**src/rtl/traffic_phase_scheduler_pkg.sv**
```systemverilog
// Shared light codes, approach indices, scheduler state encoding and the per-approach light decode.
package traffic_pkg;

   localparam logic [1:0] LIGHT_RED    = 2'b00;
   localparam logic [1:0] LIGHT_GREEN  = 2'b01;
   localparam logic [1:0] LIGHT_YELLOW = 2'b10;

   localparam logic [1:0] DIR_N = 2'd0;
   localparam logic [1:0] DIR_E = 2'd1;
   localparam logic [1:0] DIR_S = 2'd2;
   localparam logic [1:0] DIR_W = 2'd3;

   typedef enum logic [1:0] {IDLE, GREEN, YELLOW, ALL_RED} state_t;

   function automatic logic [3:0] dir_onehot(input logic [1:0] d);
      return 4'b0001 << d;
   endfunction

   // Only the served approach can be non-red; every other approach is red in all states.
   function automatic logic [1:0] light_code(input state_t s, input logic [1:0] cur,
                                              input logic [1:0] d);
      logic [1:0] code;
      code = LIGHT_RED;
      if (cur == d) begin
         if (s == GREEN)       code = LIGHT_GREEN;
         else if (s == YELLOW) code = LIGHT_YELLOW;
      end
      return code;
   endfunction

endpackage

```
**src/rtl/traffic_phase_scheduler_arb.sv**
```systemverilog
// Combinational 4-way round-robin select: first set call at or after ptr, wrapping N->E->S->W.
module rr_arbiter4
   import traffic_pkg::*;
(
   input  logic [3:0] eff,
   input  logic [1:0] ptr,
   output logic [1:0] winner,
   output logic       any
);

   // Scan from farthest to nearest offset so the closest set bit to ptr is written last.
   always_comb begin
      winner = DIR_N;
      any    = |eff;
      for (int i = 3; i >= 0; i--) begin
         if (eff[ptr + 2'(i)]) winner = ptr + 2'(i);
      end
   end

endmodule

```
**src/rtl/traffic_phase_scheduler.sv**
```systemverilog
// Demand-actuated 4-approach phase scheduler: call latch, round-robin grant, green/yellow/all-red sequencing.
module traffic_phase_scheduler
   import traffic_pkg::*;
#(
   parameter int MIN_GREEN = 4,
   parameter int MAX_GREEN = 10,
   parameter int YELLOW    = 2,
   parameter int ALL_RED   = 1
)
(
   input  logic       clk,
   input  logic       reset,
   input  logic [3:0] req,
   output logic [1:0] NS_light,
   output logic [1:0] EW_light,
   output logic [1:0] SN_light,
   output logic [1:0] WE_light,
   output logic       grant_valid,
   output logic [1:0] grant_dir,
   output logic [3:0] pending
);

   localparam int TW      = $clog2(MAX_GREEN + 1);
   localparam int CLR_MAX = (YELLOW > ALL_RED) ? YELLOW : ALL_RED;
   localparam int CW      = $clog2(CLR_MAX + 1);

   state_t          r_state;
   logic [TW-1:0]   r_timer;
   logic [CW-1:0]   r_clr;
   logic [1:0]      r_ptr;
   logic [1:0]      r_cur;
   logic [3:0]      r_pending;

   logic [3:0]      w_eff;
   logic [3:0]      w_cur_oh;
   logic            w_others;
   logic [1:0]      w_arb_ptr;
   logic [1:0]      w_win;
   logic            w_any;
   logic [TW:0]     w_n;
   logic            w_green_exit;
   logic            w_yel_done;
   logic            w_red_done;
   logic            w_enter_green;
   logic [3:0]      w_set;
   logic [3:0]      w_pend_nxt;

   assign w_eff    = r_pending | req;
   assign w_cur_oh = dir_onehot(r_cur);
   assign w_others = |(w_eff & ~w_cur_oh);

   // At all-red exit the pointer advances this very edge, so the arbiter must already see cur+1.
   assign w_arb_ptr = (r_state == traffic_pkg::ALL_RED) ? (r_cur + 2'd1) : r_ptr;

   rr_arbiter4 u_arb (
      .eff    (w_eff),
      .ptr    (w_arb_ptr),
      .winner (w_win),
      .any    (w_any)
   );

   assign w_n          = (TW+1)'(r_timer) + (TW+1)'(1);
   assign w_green_exit = (r_state == traffic_pkg::GREEN) &&
                         ((w_n == (TW+1)'(MAX_GREEN)) ||
                          ((w_n >= (TW+1)'(MIN_GREEN)) && (!req[r_cur] || w_others)));
   assign w_yel_done   = (r_clr == CW'(YELLOW - 1));
   assign w_red_done   = (r_clr == CW'(ALL_RED - 1));
   assign w_enter_green = w_any && ((r_state == traffic_pkg::IDLE) ||
                                    ((r_state == traffic_pkg::ALL_RED) && w_red_done));

   // A call for the approach being served is not latched; the entry clear beats a same-cycle set.
   assign w_set      = (r_state == traffic_pkg::GREEN) ? (req & ~w_cur_oh) : req;
   assign w_pend_nxt = (r_pending | w_set) & ~(w_enter_green ? dir_onehot(w_win) : 4'b0000);

   always_ff @(posedge clk) begin
      if (reset) begin
         r_state   <= traffic_pkg::IDLE;
         r_timer   <= '0;
         r_clr     <= '0;
         r_ptr     <= DIR_N;
         r_cur     <= DIR_N;
         r_pending <= 4'b0000;
      end else begin
         r_pending <= w_pend_nxt;
         case (r_state)
            traffic_pkg::IDLE: begin
               if (w_any) begin
                  r_state <= traffic_pkg::GREEN;
                  r_cur   <= w_win;
                  r_timer <= '0;
               end
            end
            traffic_pkg::GREEN: begin
               if (w_green_exit) begin
                  r_state <= traffic_pkg::YELLOW;
                  r_timer <= '0;
                  r_clr   <= '0;
               end else begin
                  r_timer <= r_timer + TW'(1);
               end
            end
            traffic_pkg::YELLOW: begin
               if (w_yel_done) begin
                  r_state <= traffic_pkg::ALL_RED;
                  r_clr   <= '0;
               end else begin
                  r_clr <= r_clr + CW'(1);
               end
            end
            traffic_pkg::ALL_RED: begin
               if (w_red_done) begin
                  r_ptr <= r_cur + 2'd1;
                  r_clr <= '0;
                  if (w_any) begin
                     r_state <= traffic_pkg::GREEN;
                     r_cur   <= w_win;
                     r_timer <= '0;
                  end else begin
                     r_state <= traffic_pkg::IDLE;
                  end
               end else begin
                  r_clr <= r_clr + CW'(1);
               end
            end
            default: r_state <= traffic_pkg::IDLE;
         endcase
      end
   end

   assign NS_light    = light_code(r_state, r_cur, DIR_N);
   assign EW_light    = light_code(r_state, r_cur, DIR_E);
   assign SN_light    = light_code(r_state, r_cur, DIR_S);
   assign WE_light    = light_code(r_state, r_cur, DIR_W);
   assign grant_valid = (r_state == traffic_pkg::GREEN) || (r_state == traffic_pkg::YELLOW);
   assign grant_dir   = grant_valid ? r_cur : DIR_N;
   assign pending     = r_pending;

endmodule

```
**config.mk**
```make
export PLATFORM = sky130hd
export DESIGN_NAME = traffic_phase_scheduler
export DESIGN_NICKNAME = d
export VERILOG_FILES = /design/src/rtl/traffic_phase_scheduler_pkg.sv /design/src/rtl/traffic_phase_scheduler_arb.sv /design/src/rtl/traffic_phase_scheduler.sv
export SDC_FILE = /design/constraint.sdc
export NUM_CORES = 1
export LEC_CHECK = 0
export BUFFER_PORTS_ARGS = -buffer_cell sky130_fd_sc_hd__buf_2
export CAP_MARGIN = 10
export CORE_ASPECT_RATIO = 0.5
export CORE_MARGIN = 2
export CORE_UTILIZATION = 43
export DETAILED_ROUTE_END_ITERATION = 8
export REMOVE_ABC_BUFFERS = 1
export SLEW_MARGIN = 25
export SYNTH_ARGS = -nofsm -noshare
export SYNTH_HDL_FRONTEND = slang
export SYNTH_SLANG_ARGS = --single-unit
```
**constraint.sdc**
```tcl
create_clock -name clk -period 2.4 [get_ports clk]
set_clock_uncertainty 0.15 [all_clocks]
set_input_delay 0.24 -clock clk [delete_from_list [all_inputs] [get_ports clk]]
set_output_delay 0.24 -clock clk [all_outputs]
set_load 0.01 [all_outputs]
```
==> qor.csv <==
metric,value,unit
outcome,finished clean,
VDD IR-drop max,300,uV
HP Start,req[0],
DR vias,1235,
antenna cells,0,
setup_tns,0,ns
Least-Margin Pin Slew,0.515,ns
RSZ-0062 raised after global routing,no,
CTS resizes,0,
Skew-Pair Late Insertion Delay,0.25,ns
DR vias/cell,5.59,
cts hold-fix bufs,0,
die height,42.6,um
largest net degree at the start of global routing,17,
Detailed Routing Iterations Pass 1,4,
"Distinct cells, synth",39,
Hold Crit Endpoint,pending[0],
post-route clock period utilization,0.920,
first-pass GRT wire length,4.86,mm
TritonCTS buffer count,3,
Setup crit end kind,flop,
"area leader, netlist",dfxtp_1,
port bufs,20,
Layout Nets,208,
initial antenna violation count,0,
layout cells sized above 1,0.179,
CTS H-tree lvls,1,
PD cells,803,nW/um2
Critical Path RT,2.42,ns
Post-synth EDFFs,0,
drt wl/cell,14.0,um
Syn-to-layout area delta,15.2,%
Setup Buffers After CTS,0,
Initial Util,0.471,
Yosys Warn Count,0,
Core ar.,2720,um2
final worst path period need,2.21,ns
clock buffer depth,2,
commonest cells in the netlist,"a21oi_1 (16), dfxtp_1 (16), ha_1 (16), nand2_1 (16), inv_1 (15)",
kind of critical path,flop to flop,
hpwl dp,2.50,mm
Util after Layout,0.543,
post-route ant nets,0,
Gate Count Post-Synth,161,
min setup slack post-route,0.192,ns
Max Clk Rate,453,MHz
Hold WS,0.189,ns
max cap viols,0,
Final Hold Viols,0,
ys async rst share,0,
Setup WS pre-CTS,0.177,ns
"Cell Count, Final, Fillers Out",221,
total track usage,0.186,
synthesized flop and latch total,16,
main flop type after synthesis,dfxtp_1,
"critical path fanouts, max",6,
Routability Congestion,0.854,
crit path DAT,2.22,ns
Worst R2R Setup Slack,0.19,ns
Post-Route WL,3.10,mm
area of the die,3460,um2
DRC Markers,0,
CTS tree,done,
reg-to-reg startpoint,r_cur[1],
number of I/O pins,21,
clock-pin slew on the worst setup and hold paths,0.07,ns
# setup viols final,0,
Die W,81.2,um
Final Max Tran Viols,0,
"Cell Area, Synth",1280,um2
Hold Crit Depth,3,
Placed Cells,218,
top post-synthesis cells by area,"dfxtp_1 (25%), ha_1 (16%), a21oi_1 (6.3%), nand2_1 (4.7%), inv_1 (4.4%)",
r2r worst-path depth,7,
CTS Root Cell,clkbuf_8,
total gr overflow,0,
Lkg Pwr,0.000644,uW
average cell area after synthesis,7.95,um2
Rel. slew slack,0.655,
Sink Count,16,
terminus of the critical flop-to-flop path,pending[1],
sequential area share after synthesis,0.250,
worst min path class,primary input to flop,
Synth top area share,0.250,
Iteration-0 DRC Markers,64,
Startpoint Class,flop,
row cnt,13,
via count of the first global-routing pass,1041,
[routing by layer]
| metal | GRT usage | share of wire |
|---|---|---|
| met3 | 0.0474 | 0.068 |
| met1 | 0.273 | 0.51 |
| met5 | 0 | 0 |
| met4 | 0.0203 | 0.0035 |
| met2 | 0.279 | 0.42 |
[flip-flops by register name (all words and copies together) (netlist names)]
name	flops
r_timer	4
r_clr	2
r_ptr	2
pending	4
r_state	2
r_cur	2
[worst max path at each step]
stage,startpoint,end,slack [ns],cells past startpoint
2_1_floorplan,r_cur[0],pending[0],0.42,7
3_3_place_gp,r_cur[1],pending[1],0.27,7
3_5_place_dp,r_cur[1],pending[0],0.18,7
4_1_cts,r_cur[1],pending[0],0.16,7
5_1_grt,r_cur[1],pending[0],0.1,7
6_report,r_cur[1],pending[1],0.19,7
[worst max-delay path, cell delays in order (launching register included)]
cell and delay (ns):
dfxtp_1 0.46, inv_1 0.10, ha_1 0.32, mux2i_2 0.30
o21ai_1 0.12, a21oi_1 0.25, o21ai_0 0.17, a311oi_1 0.25
[through the flow]
| stage | instance area [um2] | power (uW) |
|---|---|---|
| after floorplan | 1270 | 788 |
| after global placement | 1430 | 969 |
| final | 1470 | 1180 |
| after detailed placement | 1430 | 969 |
| after global routing | 1470 | 1260 |
| after CTS | 1470 | 1180 |
[cells in the final DEF (no fill, tap or decap), types with 2 or more instances in the layout]
master / Yosys / routed
nor2b_1: 3 / 3
o211ai_1: 4 / 4
and2_1: 7 / 7
nor2_1: 13 / 13
nand4_1: 2 / 2
or4_1: 2 / 2
nor3_1: 3 / 3
o21a_1: 3 / 3
nand3_1: 3 / 3
ha_1: 16 / 16
o311ai_0: 2 / 2
a21oi_1: 16 / 16
o21ai_1: 8 / 8
a311oi_1: 5 / 5
o21ai_0: 2 / 2
o41ai_1: 2 / 2
clkbuf_8: 0 / 3
inv_1: 15 / 15
buf_2: 1 / 20
dfxtp_1: 16 / 16
nand2_1: 16 / 16
buf_4: 1 / 2
o31ai_1: 3 / 3
[where the power goes]
part	switching [uW]	leakage [uW]	internal, uW	total, uW
clock	98.3	0.0000216	112	210
combinational	363	0.000492	242	605
sequential	55.9	0.000131	313	369
total	517	0.000644	667	1180
[layout make-up]
class,instances,area (um2)
inverter,15,56.3
tap,37,46.3
sequential,16,320
multi-input combinational,128,895
fill,281,1240
clock buffer,3,41.3
timing repair buffer,22,115
[cell families after synthesis]
| group | Yosys count | synth area share |
|---|---|---|
| AO/OA/AOI/OAI | 50 | 0.258 |
| adder cells (fa/ha/maj) | 16 | 0.156 |
| buffers and inverters | 17 | 0.0538 |
| flip-flops | 16 | 0.250 |
| multiplexers | 3 | 0.0332 |
| AND/OR/NAND/NOR | 59 | 0.248 |
Power figures use the tool's default switching activity.
